===== config.mk =====
export PLATFORM = sky130hd
export DESIGN_NAME = pixel_delay_line
export DESIGN_NICKNAME = d
export VERILOG_FILES = /design/src/rtl/pixel_delay_line.sv
export SDC_FILE = /design/constraint.sdc
export NUM_CORES = 1
export LEC_CHECK = 0
export ABC_AREA = 1
export ABC_CLOCK_PERIOD_IN_PS = 3880
export BUFFER_PORTS_ARGS = -buffer_cell sky130_fd_sc_hd__buf_4
export CAP_MARGIN = 40
export CORE_ASPECT_RATIO = 1.1
export CORE_UTILIZATION = 50
export DETAILED_ROUTE_END_ITERATION = 7
export PLACE_DENSITY = 0.83
export SLEW_MARGIN = 20
export SYNTH_ARGS = -nofsm -noshare
export SYNTH_HDL_FRONTEND = slang
export SYNTH_SLANG_ARGS = --single-unit
export TNS_END_PERCENT = 1

===== constraint.sdc =====
create_clock -name clk -period 3.88 [get_ports clk]
set_input_delay 0.776 -clock clk [delete_from_list [all_inputs] [get_ports clk]]
set_output_delay 0.776 -clock clk [all_outputs]
set_load 0.005 [all_outputs]

===== src/rtl/pixel_delay_line.sv =====
// Stallable pixel delay line: DEPTH register stages with per-stage validity,
// every stage exposed as a tap, and a fill counter that reports when the window is full.
module pixel_delay_line #(
  parameter int                 DATA_W    = 8,
  parameter int                 DEPTH     = 3,
  parameter logic [DATA_W-1:0]  RESET_VAL = '0,
  localparam int                CNT_W     = $clog2(DEPTH + 1)
) (
  input  logic                     clk,
  input  logic                     rst_n,
  input  logic                     en,
  input  logic                     flush,
  input  logic                     in_valid,
  input  logic [DATA_W-1:0]        in_data,
  output logic [DEPTH*DATA_W-1:0]  taps,
  output logic [DEPTH-1:0]         tap_valid,
  output logic [DATA_W-1:0]        out_data,
  output logic                     out_valid,
  output logic [CNT_W-1:0]         fill_cnt,
  output logic                     primed
);

  logic [DATA_W-1:0] stage [DEPTH];
  logic [DEPTH-1:0]  vld;
  logic [CNT_W-1:0]  cnt;

  // Reset and flush share one clear path; reset is listed first for clarity
  // even though both produce the same state.
  always_ff @(posedge clk) begin
    if (!rst_n || flush) begin
      for (int k = 0; k < DEPTH; k++) begin
        stage[k] <= RESET_VAL;
      end
      vld <= '0;
      cnt <= '0;
    end else if (en) begin
      stage[0] <= in_data;
      vld[0]   <= in_valid;
      for (int k = 1; k < DEPTH; k++) begin
        stage[k] <= stage[k-1];
        vld[k]   <= vld[k-1];
      end
      // One sample in, one out per shift, so the count stays within 0..DEPTH.
      cnt <= cnt + CNT_W'(in_valid) - CNT_W'(vld[DEPTH-1]);
    end
  end

  for (genvar k = 0; k < DEPTH; k++) begin : g_taps
    assign taps[k*DATA_W +: DATA_W] = stage[k];
  end

  assign tap_valid = vld;
  assign out_data  = stage[DEPTH-1];
  assign out_valid = vld[DEPTH-1];
  assign fill_cnt  = cnt;
  assign primed    = (cnt == CNT_W'(DEPTH));

endmodule


==> results_dict.tcl, run 1 <==
set metrics [dict create \
    most_instantiated_library_cell_after_synthesis "inv_1" \
    setup_violations 0 \
    netlist_top_cells_area "edfxtp_1 (57%), inv_1 (9.9%), nor2_1 (8.4%)" \
    synth_nets 136 \
    drv.max_cap_violation_count 0 \
    max-slew-margin-rel_pct 72.0 \
    grt_first_pass_wirelength_um 3600 \
    finalHoldWorstSlack_ns 0.489 \
    total_leakage_power_nw 0.833 \
    hold_path_class "flip-flop to flip-flop" \
    clock-sinks 29 \
    yosysWarningCount 0 \
    use_met1_pct 16.9 \
    fmax_ghz 0.574 \
    numCtsBuffers 5 \
    routed_via_density 4.61 \
    synth_top_cell_by_area "edfxtp_1" \
    synth_enable_flop_cells 24 \
    finalCriticalPeriod_ns 1.74 \
    ant_nets 0 \
    max_slew.worst_pin.slew_ns 0.420 \
    design.die.area_um2 2720 \
    initial_core_util_pct 54.2 \
    power_density_nw_per_um2 360 \
    post-synth-top-area-fraction_pct 57.4 \
    syn_area_per_cell_um2 10.4 \
    synth.cells.most_frequent "inv_1 (33), nor2_1 (28), edfxtp_1 (24)" \
    n_fill_cell 159 \
    clock-skew-final_ns 0.0114 \
    grt.busiest_layer "met2" \
    crit_type "flip-flop to primary output" \
    track_usage_pct 19.5 \
    numPortBuffers 51 \
    post_cts_resize_count 0 \
    unrepaired_setup_endpoints_after_global_routing "false" \
    critPathCaptureType "primary output" \
    routedWlPerCell_um 12.0 \
    startpoint_type "flip-flop" \
    run_status "finished clean" \
    first_global_vias 834 \
    gp_routability_congestion 0.659 \
    ys.flop_type "edfxtp_1" \
    cts.path.max_buffers 2 \
    wp_data_arrival_ns 0.97 \
    clock-root-buffer "clkbuf_4" \
    post_synth_instance_area_um2 1260 \
    dieHeight_um 54.6 \
    synth_seq_area_share_pct 65.3 \
    clkSlewWorstSetupHoldPaths_ns 0.09 \
    half_perimeter_wire_length_after_detailed_placement_um 1840 \
    wl_final_um 2410 \
    critical_path.max_fanout 4 \
    critPathRequiredTime_ns 3.10 \
    grt-ovfl-total 0 \
    dr.first_iter.drc_count 17 \
    core_um2 2320 \
    std_cell_rows 18 \
    fin_crit_sh_pct 44.9 \
    post_cts_hold_buffer_count 0 \
    final_max_slew_viol_count 0 \
    num-nets-final 184 \
    syn-instance-count 121 \
    ctsHtreeMaxLevel 2 \
    totalNegativeSetupSlack_ns 0 \
    first_pass_iters 5 \
    die_width_um 49.8 \
    syn_to_final_growth_pct 32.3 \
    post_route_cells_drive_above_1_share_pct 35.9 \
    met2_track_usage_gr_pct 37.6 \
    synth_seq_cells 29 \
    finalHoldViolCount 0 \
    clk_latency_ns 0.32 \
    async_flop_share_pct 0 \
    gr-usage-met3_pct 7.78 \
    grt_antenna_before_repair 0 \
    grt_start_max_net_pins 27 \
    dr_total_vias 922 \
    ys_types 13 \
    detail_route.drc_violations 0 \
    cts.repair_timing.setup_buffer_count 0 \
    ioPinCount 52 \
    vdd_drop_max_v 0.000305 \
    clock_tree_from_tritoncts "done" \
    n_antenna_cell 0 \
]
-- registers in the layout, indices dropped and copies added, names as in the netlist --
signal and count:
fill_cnt 2, tap_valid 3, stage 24
-- layout by cell type (no fill, tap or decap), drive strengths merged --
cell type	netlist	routed
clkbuf	0	6
clkinv	0	2
inv	33	33
ha	2	2
nand3	2	2
buf	11	52
o21ai	3	3
nand2	11	11
edfxtp	24	24
nand4	1	1
nor2	29	29
dfxtp	5	5
-- where the power goes --
part | internal [mW] | leakage, nW | switching (mW)
Combinational | 0.0328 | 0.478 | 0.0264
Sequential | 0.349 | 0.319 | 0.00804
Clock | 0.0851 | 0.0357 | 0.0962
-- path summary, 6_finish.rpt --
path,from,to,slack [ns],depth (start not counted)
min reg2reg,tap_valid[1]$_SDFFE_PP0P_,tap_valid[2]$_SDFFE_PP0P_,0.49,2
max,fill_cnt[1]$_SDFFE_PP0P_,primed,2.14,3
max reg2reg,fill_cnt[0]$_SDFFE_PP0P_,fill_cnt[1]$_SDFFE_PP0P_,2.41,9
min,tap_valid[1]$_SDFFE_PP0P_,tap_valid[2]$_SDFFE_PP0P_,0.49,2
-- per-layer routing --
metal / wire [µm] / part of all wire, %
met1: 764 / 32
met2: 1420 / 59
met3: 107 / 4.4
met4: 115 / 4.8
met5: 0 / 0
-- worst max-delay path, stage by stage, from the launching register on --
cell and delay (ns):
dfxtp_1 0.40, nand2_1 0.08, inv_1 0.07, buf_4 0.10
-- area by class of cell --
cell class	instances	area (µm²)	area share (%)
flip-flops and latches	29	821	49.4
repair buffers	52	398	23.9
multi-input cells	48	221	13.3
inverters	33	124	7.45
clock buffers	6	51.3	3.09
well taps	30	37.5	2.26
clock inverters	2	8.76	0.527
-- cells by family (layout without fill, tap and decap cells) --
family                   after synthesis  count (layout)  share of synthesized area, %
AO/OA/AOI/OAI                          3               3                          1.19
buffers and inverters                 44              93                          17.0
adder cells (fa/ha/maj)                2               2                          1.99
AND/OR/NAND/NOR                       43              43                          14.4
flip-flops                            29              29                          65.3
-- through the flow --
stage                     util [%]  setup WS (ns)  total power [mW]  instance area (µm²)  instances
after floorplan                  -           2.04             0.388                 1260        121
after global placement        68.4           1.78             0.419                 1590        191
after detailed placement      69.0           1.98             0.424                 1600        192
after CTS                     71.6           2.14             0.602                 1660        200
after global routing          71.6           2.09             0.623                 1660        200
final                         71.6           2.14             0.598                 1660        200
(Power assumes the default switching activity.)
==> run 2: changes to the inputs <==
ABC_CLOCK_PERIOD_IN_PS = 1800   (was 3880)
CORE_UTILIZATION = 46   (was 50)
PLACE_DENSITY = 0.77   (was 0.83)
clock period = 1.8 ns   (was 3.88 ns; I/O delays follow)
==> results_dict.tcl, run 2 (synthesis results as in run 1) <==
set metrics [dict create \
    run_status "finished clean" \
    reg2reg_slack_ns 0.44 \
    unrepaired_setup_endpoints_after_global_routing "false" \
    routedWlPerCell_um 10.6 \
    dr.first_iter.drc_count 17 \
    numPortBuffers 51 \
    drv.max_cap_violation_count 0 \
    crit_type "flip-flop to flip-flop" \
    detail_route.drc_violations 0 \
    timing.hold.worst_endpoint "tap_valid[0]$_SDFFE_PP0P_" \
    dieHeight_um 56.8 \
    numCtsBuffers 5 \
    fmax_ghz 0.734 \
    clock-sinks 29 \
    grt-ovfl-total 0 \
    setup_violations 0 \
    max-slew-margin-rel_pct 78.9 \
    std_cell_rows 19 \
    totalNegativeSetupSlack_ns 0 \
    post_cts_hold_buffer_count 0 \
    num-nets-final 184 \
    clock-skew-final_ns 0.0147 \
    largest_register "stage" \
    dr_total_vias 895 \
    first_pass_iters 4 \
    worst_r2r_endpoint "fill_cnt[1]$_SDFFE_PP0P_" \
    power_density_nw_per_um2 761 \
    finalHoldViolCount 0 \
    n_antenna_cell 0 \
    half_perimeter_wire_length_after_detailed_placement_um 1580 \
    design.die.area_um2 2940 \
    grt_antenna_before_repair 0 \
    ant_nets 0 \
    grt_first_pass_wirelength_um 3220 \
    mostFrequentLayoutCells "buf_4 (52), inv_1 (33), nor2_1 (28)" \
    post_route_cells_drive_above_1_share_pct 35.9 \
    post_cts_resize_count 0 \
    initial_core_util_pct 49.4 \
    wp_data_arrival_ns 1.63 \
    track_usage_pct 15.6 \
    hold_path_class "input pin to flip-flop" \
    routed_via_density 4.45 \
    clk_latency_ns 0.32 \
    critPathRequiredTime_ns 2.06 \
    fin_area_um2 1650 \
    vdd_drop_max_v 0.000591 \
    layout_commonest_cell "buf_4" \
    total_leakage_power_nw 0.826 \
    hold-path-cell-count 3 \
    ioPinCount 52 \
    clock-root-buffer "clkbuf_4" \
    critical_path.max_fanout 3 \
    final_max_slew_viol_count 0 \
    gp_routability_congestion 0.750 \
    max_slew.worst_pin.slew_ns 0.316 \
    timing.reg2reg.worst_path_depth 9 \
    finalCriticalPeriod_ns 1.36 \
    critPathCaptureType "flip-flop" \
    syn_to_final_growth_pct 31.1 \
    die_width_um 51.8 \
    placement.setup.worst_slack_ns 0.445 \
    cts.path.max_buffers 2 \
    core_um2 2540 \
    holdCritStartpoint "in_valid" \
    grt_start_max_net_pins 27 \
    largest_register_ff_count 24 \
    crit-reg2reg-launch "fill_cnt[0]$_SDFFE_PP0P_" \
    cts.repair_timing.setup_buffer_count 0 \
    fin_crit_sh_pct 75.7 \
    clkSlewWorstSetupHoldPaths_ns 0.09 \
    ctsHtreeMaxLevel 2 \
    clock_tree_from_tritoncts "done" \
    startpoint_type "flip-flop" \
    first_global_vias 809 \
    final_critical_path_setup_slack_ns 0.437 \
    finalHoldWorstSlack_ns 0.262 \
    wl_final_um 2140 \
    placed_cell_area_um2 1600 \
]
[run 2: worst max path at each step]
stage	startpoint	endpoint
6_report	fill_cnt[0]$_SDFFE_PP0P_	fill_cnt[1]$_SDFFE_PP0P_
5_1_grt	fill_cnt[0]$_SDFFE_PP0P_	fill_cnt[1]$_SDFFE_PP0P_
4_1_cts	fill_cnt[0]$_SDFFE_PP0P_	fill_cnt[1]$_SDFFE_PP0P_
3_5_place_dp	fill_cnt[0]$_SDFFE_PP0P_	fill_cnt[1]$_SDFFE_PP0P_
3_3_place_gp	rst_n	stage[0][16]$_SDFFCE_PN0P_
2_1_floorplan	rst_n	stage[0][0]$_SDFFCE_PN0P_
[run 2: metrics by stage]
| step | utilization, % | std cells | total power [mW] |
|---|---|---|---|
| CTS | 64.7 | 201 | 1.26 |
| detailed placement | 62.7 | 193 | 0.910 |
| finish | 64.7 | 201 | 1.25 |
| floorplan | - | 121 | 0.836 |
| global route | 64.7 | 201 | 1.30 |
| global placement | 62.7 | 193 | 0.904 |
[run 2: worst max-delay path: stages, from the launching register on]
cell and delay, ns:
dfxtp_1 0.37, inv_1 0.07, ha_1 0.27, inv_1 0.04, ha_1 0.20, nand2_1 0.10, nand2_1 0.06, nor2_1 0.08
nor2_1 0.05, nor2_1 0.09
[run 2: layout make-up]
type | count | area, µm²
inverter | 33 | 124
multi-input combinational | 48 | 221
tap | 31 | 38.8
fill | 200 | 897
clock buffer | 6 | 41.3
clock inverter | 2 | 10.0
sequential | 29 | 821
timing repair buffer | 52 | 390
[run 2: routing by layer]
metal | up-vias | GRT usage [%] | wire length (µm)
li1 | 449 | - | -
met1 | 402 | 13.9 | 807
met2 | 37 | 28.0 | 1140
met3 | 7 | 7.32 | 128
met4 | 0 | 8.11 | 59
met5 | - | 0 | 0
[run 2: report_power, final]
part,internal [mW],switching [mW]
registers,0.753,0.0165
clock network,0.148,0.211
logic,0.0695,0.0548
